<file path="config.mk">
export PLATFORM = sky130hd
export DESIGN_NAME = compl2sm_sat_pipe
export DESIGN_NICKNAME = d
export VERILOG_FILES = /design/src/rtl/ldpc_pkg.sv /design/src/rtl/compl2sm_sat.sv /design/src/rtl/compl2sm_sat_pipe.sv
export SDC_FILE = /design/constraint.sdc
export NUM_CORES = 1
export LEC_CHECK = 0
export CAP_MARGIN = 40
export CORE_MARGIN = 2
export CORE_UTILIZATION = 44
export CTS_CLUSTER_DIAMETER = 200
export DETAILED_ROUTE_END_ITERATION = 10
export PLACE_DENSITY = 0.83
export SYNTH_ARGS = -nofsm -noshare
export SYNTH_HDL_FRONTEND = slang
export SYNTH_SLANG_ARGS = --single-unit
</file>
<file path="constraint.sdc">
create_clock -name i_clk -period 2 [get_ports i_clk]
set_input_delay 0.3 -clock i_clk [delete_from_list [all_inputs] [get_ports i_clk]]
set_output_delay 0.3 -clock i_clk [all_outputs]
set_load 0.005 [all_outputs]
</file>
<file path="src/rtl/ldpc_pkg.sv">
// Shared LLR definitions for the decoder datapath: sign-magnitude word layout
// used by the VNU output, the shuffle network and the CNU.
package ldpc_pkg;
   localparam int LLR_SM_W    = 6;
   localparam int LLR_MAG_MAX = 31;

   typedef logic [LLR_SM_W-1:0] llr_sm_t;
endpackage

</file>
<file path="src/rtl/compl2sm_sat.sv">
// Combinational two's-complement to sign-magnitude conversion with magnitude
// saturation; shared by the VNU output pipeline and the CNU output.
module compl2sm_sat
   import ldpc_pkg::*;
#(
   parameter int IN_W  = 8,
   parameter int OUT_W = LLR_SM_W
) (
   input  logic [IN_W-1:0]  data_i,
   output logic [OUT_W-1:0] sm_o,
   output logic             sat_o
);

   localparam logic [IN_W:0] MAXM = (IN_W+1)'((1 << (OUT_W-1)) - 1);

   logic             sign;
   logic [IN_W:0]    ext;
   logic [IN_W:0]    abs_v;
   logic [OUT_W-2:0] mag;

   always_comb begin
      sign  = data_i[IN_W-1];
      ext   = {sign, data_i};
      // One extra bit so that negating the most negative input cannot overflow.
      abs_v = sign ? (-ext) : ext;
      sat_o = (abs_v > MAXM);
      mag   = sat_o ? '1 : abs_v[OUT_W-2:0];
      // A zero magnitude always carries a positive sign.
      sm_o  = {sign & (|mag), mag};
   end

endmodule

</file>
<file path="src/rtl/compl2sm_sat_pipe.sv">
// Two-stage valid/ready pipeline converting two's-complement LLRs to saturated
// sign-magnitude, with a per-frame count of saturated words.
module compl2sm_sat_pipe
   import ldpc_pkg::*;
#(
   parameter int IN_W      = 8,
   parameter int OUT_W     = LLR_SM_W,
   parameter int SAT_CNT_W = 8
) (
   input  logic                 i_clk,
   input  logic                 i_rst_n,
   input  logic                 i_valid,
   output logic                 o_ready,
   input  logic [IN_W-1:0]      i_data,
   input  logic                 i_last,
   output logic                 o_valid,
   input  logic                 i_ready,
   output logic [OUT_W-1:0]     o_data,
   output logic                 o_sat,
   output logic                 o_last,
   output logic [SAT_CNT_W-1:0] o_sat_cnt
);

   if (IN_W < OUT_W) begin : g_bad_width
      $error("compl2sm_sat_pipe: IN_W must be >= OUT_W");
   end

   logic                 en;
   logic                 s1_valid_q;
   logic                 s1_last_q;
   logic [IN_W-1:0]      s1_data_q;
   logic                 o_valid_q;
   logic [OUT_W-1:0]     o_data_q;
   logic                 o_sat_q;
   logic                 o_last_q;
   logic [SAT_CNT_W-1:0] cnt_q;
   logic [SAT_CNT_W-1:0] cnt_d;
   logic [SAT_CNT_W-1:0] cnt_base;
   logic [OUT_W-1:0]     sm;
   logic                 sat;

   compl2sm_sat #(
      .IN_W  (IN_W),
      .OUT_W (OUT_W)
   ) u_conv (
      .data_i (s1_data_q),
      .sm_o   (sm),
      .sat_o  (sat)
   );

   always_comb begin
      en       = ~o_valid_q | i_ready;
      // A frame's count is dropped as its last word leaves, so the word loaded
      // on the same edge starts the next frame from zero.
      cnt_base = (o_valid_q & i_ready & o_last_q) ? '0 : cnt_q;
      cnt_d    = cnt_q;
      if (en) begin
         cnt_d = cnt_base;
         if (s1_valid_q & sat & ~(&cnt_base)) begin
            cnt_d = cnt_base + SAT_CNT_W'(1);
         end
      end
   end

   always_ff @(posedge i_clk or negedge i_rst_n) begin
      if (!i_rst_n) begin
         s1_valid_q <= 1'b0;
         s1_last_q  <= 1'b0;
         s1_data_q  <= '0;
         o_valid_q  <= 1'b0;
         o_data_q   <= '0;
         o_sat_q    <= 1'b0;
         o_last_q   <= 1'b0;
         cnt_q      <= '0;
      end else begin
         if (en) begin
            s1_valid_q <= i_valid;
            s1_last_q  <= i_last;
            s1_data_q  <= i_data;
            o_valid_q  <= s1_valid_q;
            o_data_q   <= sm;
            o_sat_q    <= sat;
            o_last_q   <= s1_last_q;
         end
         cnt_q <= cnt_d;
      end
   end

   assign o_ready   = en;
   assign o_valid   = o_valid_q;
   assign o_data    = o_data_q;
   assign o_sat     = o_sat_q;
   assign o_last    = o_last_q;
   assign o_sat_cnt = cnt_q;

endmodule
</file>
==> impl_metrics.env <==
export IMPL_row_count=20
export IMPL_rsz0062_at_grt="true"
export IMPL_cap_violations=0
export IMPL_final_nets=211
export IMPL_p_leak_nw=0.880
export IMPL_maxSlewHeadroom_pct=75.9
export IMPL_drc_errors=0
export IMPL_cts_inserted_buffers=3
export IMPL_worstPathArrival_ps=2260
export IMPL_ir_drop_mv=0.436
export IMPL_routed_via_count=1170
export IMPL_drtIter0Drc=34
export IMPL_synthFlopType="dfrtp_1"
export IMPL_grt_pass1_vias=1171
export IMPL_cts_max_level=1
export IMPL_core_sq_um=3030
export IMPL_min_period_ps=2050
export IMPL_reg2reg_depth=6
export IMPL_grt_pass1_wl_um=5220
export IMPL_met2_usage_pct=35.9
export IMPL_grt_usage_pct=19.1
export IMPL_ios=31
export IMPL_cts_buffer_depth=2
export IMPL_required_ps=2210
export IMPL_grt_use_met1_pct=22.9
export IMPL_yosys_warnings=0
export IMPL_worstSetupEndpointType="register"
export IMPL_violations="negative setup slack"
export IMPL_cts_tree="built"
export IMPL_slew_violations=0
export IMPL_place_hpwl_um=2350
export IMPL_cts_sinks=27
export IMPL_status="complete, but fails checks"
export IMPL_fin_ws_ps=-49.0
export IMPL_skew_ps=6.91
export IMPL_portBuffers=30
export IMPL_async_flop_share_pct=100
export IMPL_min_path_type="input port to asynchronous set/reset pin"
export IMPL_path_max_fanout=3
export IMPL_routabilityCongestion=0.920
export IMPL_grt_busiest_layer="met2"
export IMPL_avgSynthCellArea_sq_um=9.47
export IMPL_fp_dieW_um=60.1
export IMPL_worst_pin_slew_ps=358
export IMPL_drt_vias_per_instance=4.90
export IMPL_yosys_register_bits=27
export IMPL_clock_latency_ps=320
export IMPL_fin_crit_sh_pct=102
export IMPL_syn_num_nets=161
export IMPL_p_per_area_nw_per_um2=799
export IMPL_multi_input_area_sq_um=729
export IMPL_drt_pass1_iter_count=4
export IMPL_use_met3_pct=2.60
export IMPL_start_util_pct=45.7
export IMPL_n_fill_cell=251
export IMPL_ys_types=37
export IMPL_hold_buffers=0
export IMPL_postRouteAntennaNets=0
export IMPL_synth_edf_count=0
export IMPL_clkSlewWorstSetupHoldPaths_ps=150
export IMPL_root_buffer="clkbuf_4"
export IMPL_dieArea_sq_um=3610
export IMPL_wl_per_cell_um=13.2
export IMPL_grt_overflow=0
export IMPL_diodes=0
export IMPL_fp_dieH_um=60.1
export IMPL_cp_start_kind="register"
export IMPL_seqCellArea_sq_um=676
export IMPL_synth_seq_area_share_pct=48.9
export IMPL_max_freq_ghz=0.488
export IMPL_syn_inst=146
export IMPL_crit_type="register to register"
export IMPL_netlist_area_sq_um=1380
export IMPL_postLayoutCoreUtil_pct=65.7
export IMPL_hold_violations=0
export IMPL_final_layout_size_suffix_gt1_share_pct=23.6
export IMPL_antenna_found_initial=0
export IMPL_syn2layout_area_growth_pct=43.8
export IMPL_grt_max_degree=28
export IMPL_totalWireLength_um=3160
export IMPL_setup_viol=6
export IMPL_whs_ps=328
[cell families after synthesis]
kind of cell	after synthesis	share of synthesized area, %
AO/OA/AOI/OAI	19	11.1
XOR/XNOR	6	3.80
adder cells (fa/ha/maj)	2	1.81
buffers and inverters	13	4.07
flip-flops	27	48.9
multiplexers	5	3.98
AND/OR/NAND/NOR	74	26.3
[worst paths after layout]
check / end / start / slack [ps]
worst max register to register: o_sat_cnt[1]$_DFFE_PN0P_ / s1_data_q[0]$_DFFE_PN0P_ / -50
worst min register to register: o_data[3]$_DFFE_PN0P_ / o_data[3]$_DFFE_PN0P_ / 510
min in group i_clk: s1_data_q[5]$_DFFE_PN0P_ / i_data[5] / 490
max in group asynchronous: o_sat_cnt[3]$_DFFE_PN0P_ / i_rst_n / 1410
worst max-delay path: o_sat_cnt[1]$_DFFE_PN0P_ / s1_data_q[0]$_DFFE_PN0P_ / -50
worst min-delay path: o_sat_cnt[5]$_DFFE_PN0P_ / i_rst_n / 330
[repair_timing]
action / 4_1_cts / 5_1_grt
endpoints found under the setup margin: 11 / 11
pin swaps: 11 / 7
resized for setup: 6 / 6
setup buffers: 2 / 2
[critical path: stages, from the launching register on]
cell      delay (ps)
dfrtp_1          410
or3_4            420
or3_4            350
o311ai_4         290
buf_6            160
nor3_4            40
mux2_4           290
[layout make-up]
| type | instances | share of cell area [%] |
|---|---|---|
| multi-input cells | 106 | 36.7 |
| clock buffers | 4 | 1.32 |
| repair buffers | 53 | 24.3 |
| inverters | 5 | 0.944 |
| flip-flops and latches | 27 | 34.0 |
| well taps | 44 | 2.77 |
[cells in the mapped netlist (all sizes together), types with 3 or more instances]
cell | instances | area, sq um
clkbuf | 5 | 18.8
and3 | 4 | 25.0
dfrtp | 27 | 676
or3 | 3 | 28.8
nand2 | 40 | 150
nor2 | 4 | 15.0
a31oi | 4 | 25.0
inv | 4 | 15.0
and2 | 3 | 18.8
nor3 | 3 | 20.0
buf | 3 | 18.8
nand3 | 4 | 20.0
nand2b | 4 | 25.0
o21ai | 5 | 25.0
o31ai | 3 | 36.3
mux2i | 4 | 40.0
xor2 | 4 | 35.0
[report_power, final]
| part | switching, W | internal, W | total [W] |
|---|---|---|---|
| Combinational | 0.000252 | 0.000373 | 0.000625 |
| Sequential | 0.0000900 | 0.000640 | 0.000730 |
| Clock | 0.000156 | 0.0000778 | 0.000234 |
[per-stage QoR]
step | setup slack [ps] | total power [W] | instances | TNS (ps) | area, sq um
after floorplan | -24.0 | 0.00103 | 146 | -26.7 | 1440
after global placement | -218 | 0.00131 | 231 | -1380 | 1880
after detailed placement | -302 | 0.00134 | 231 | -1820 | 1880
after CTS | -92.7 | 0.00160 | 237 | -539 | 1950
after global routing | -118 | 0.00170 | 239 | -801 | 1990
final | -49.0 | 0.00159 | 239 | -130 | 1990
[registers in the layout, indices dropped and copies added, names as in the netlist]
signal	count
s1_last_q	1
o_last	1
s1_data_q	8
o_data	6
o_valid	1
s1_valid_q	1
o_sat	1
o_sat_cnt	8
[layout by cell type, fill, tap and decap left out, types with 3 or more instances in the layout]
cell / instances
nand2_1: 40
clkdlybuf4s50_1: 29
dfrtp_1: 27
buf_4: 20
inv_1: 4
nand2b_1: 4
xor2_1: 4
nor2_1: 4
a31oi_1: 4
mux2i_1: 4
o21ai_0: 4
clkbuf_4: 3
buf_6: 3
[routing by layer]
metal  up-vias  wire length, um
met5         -                0
met4         0               14
met3         2              120
met2        32             1710
met1       545             1310
li1        591                -
Power figures use the tool's default switching activity.
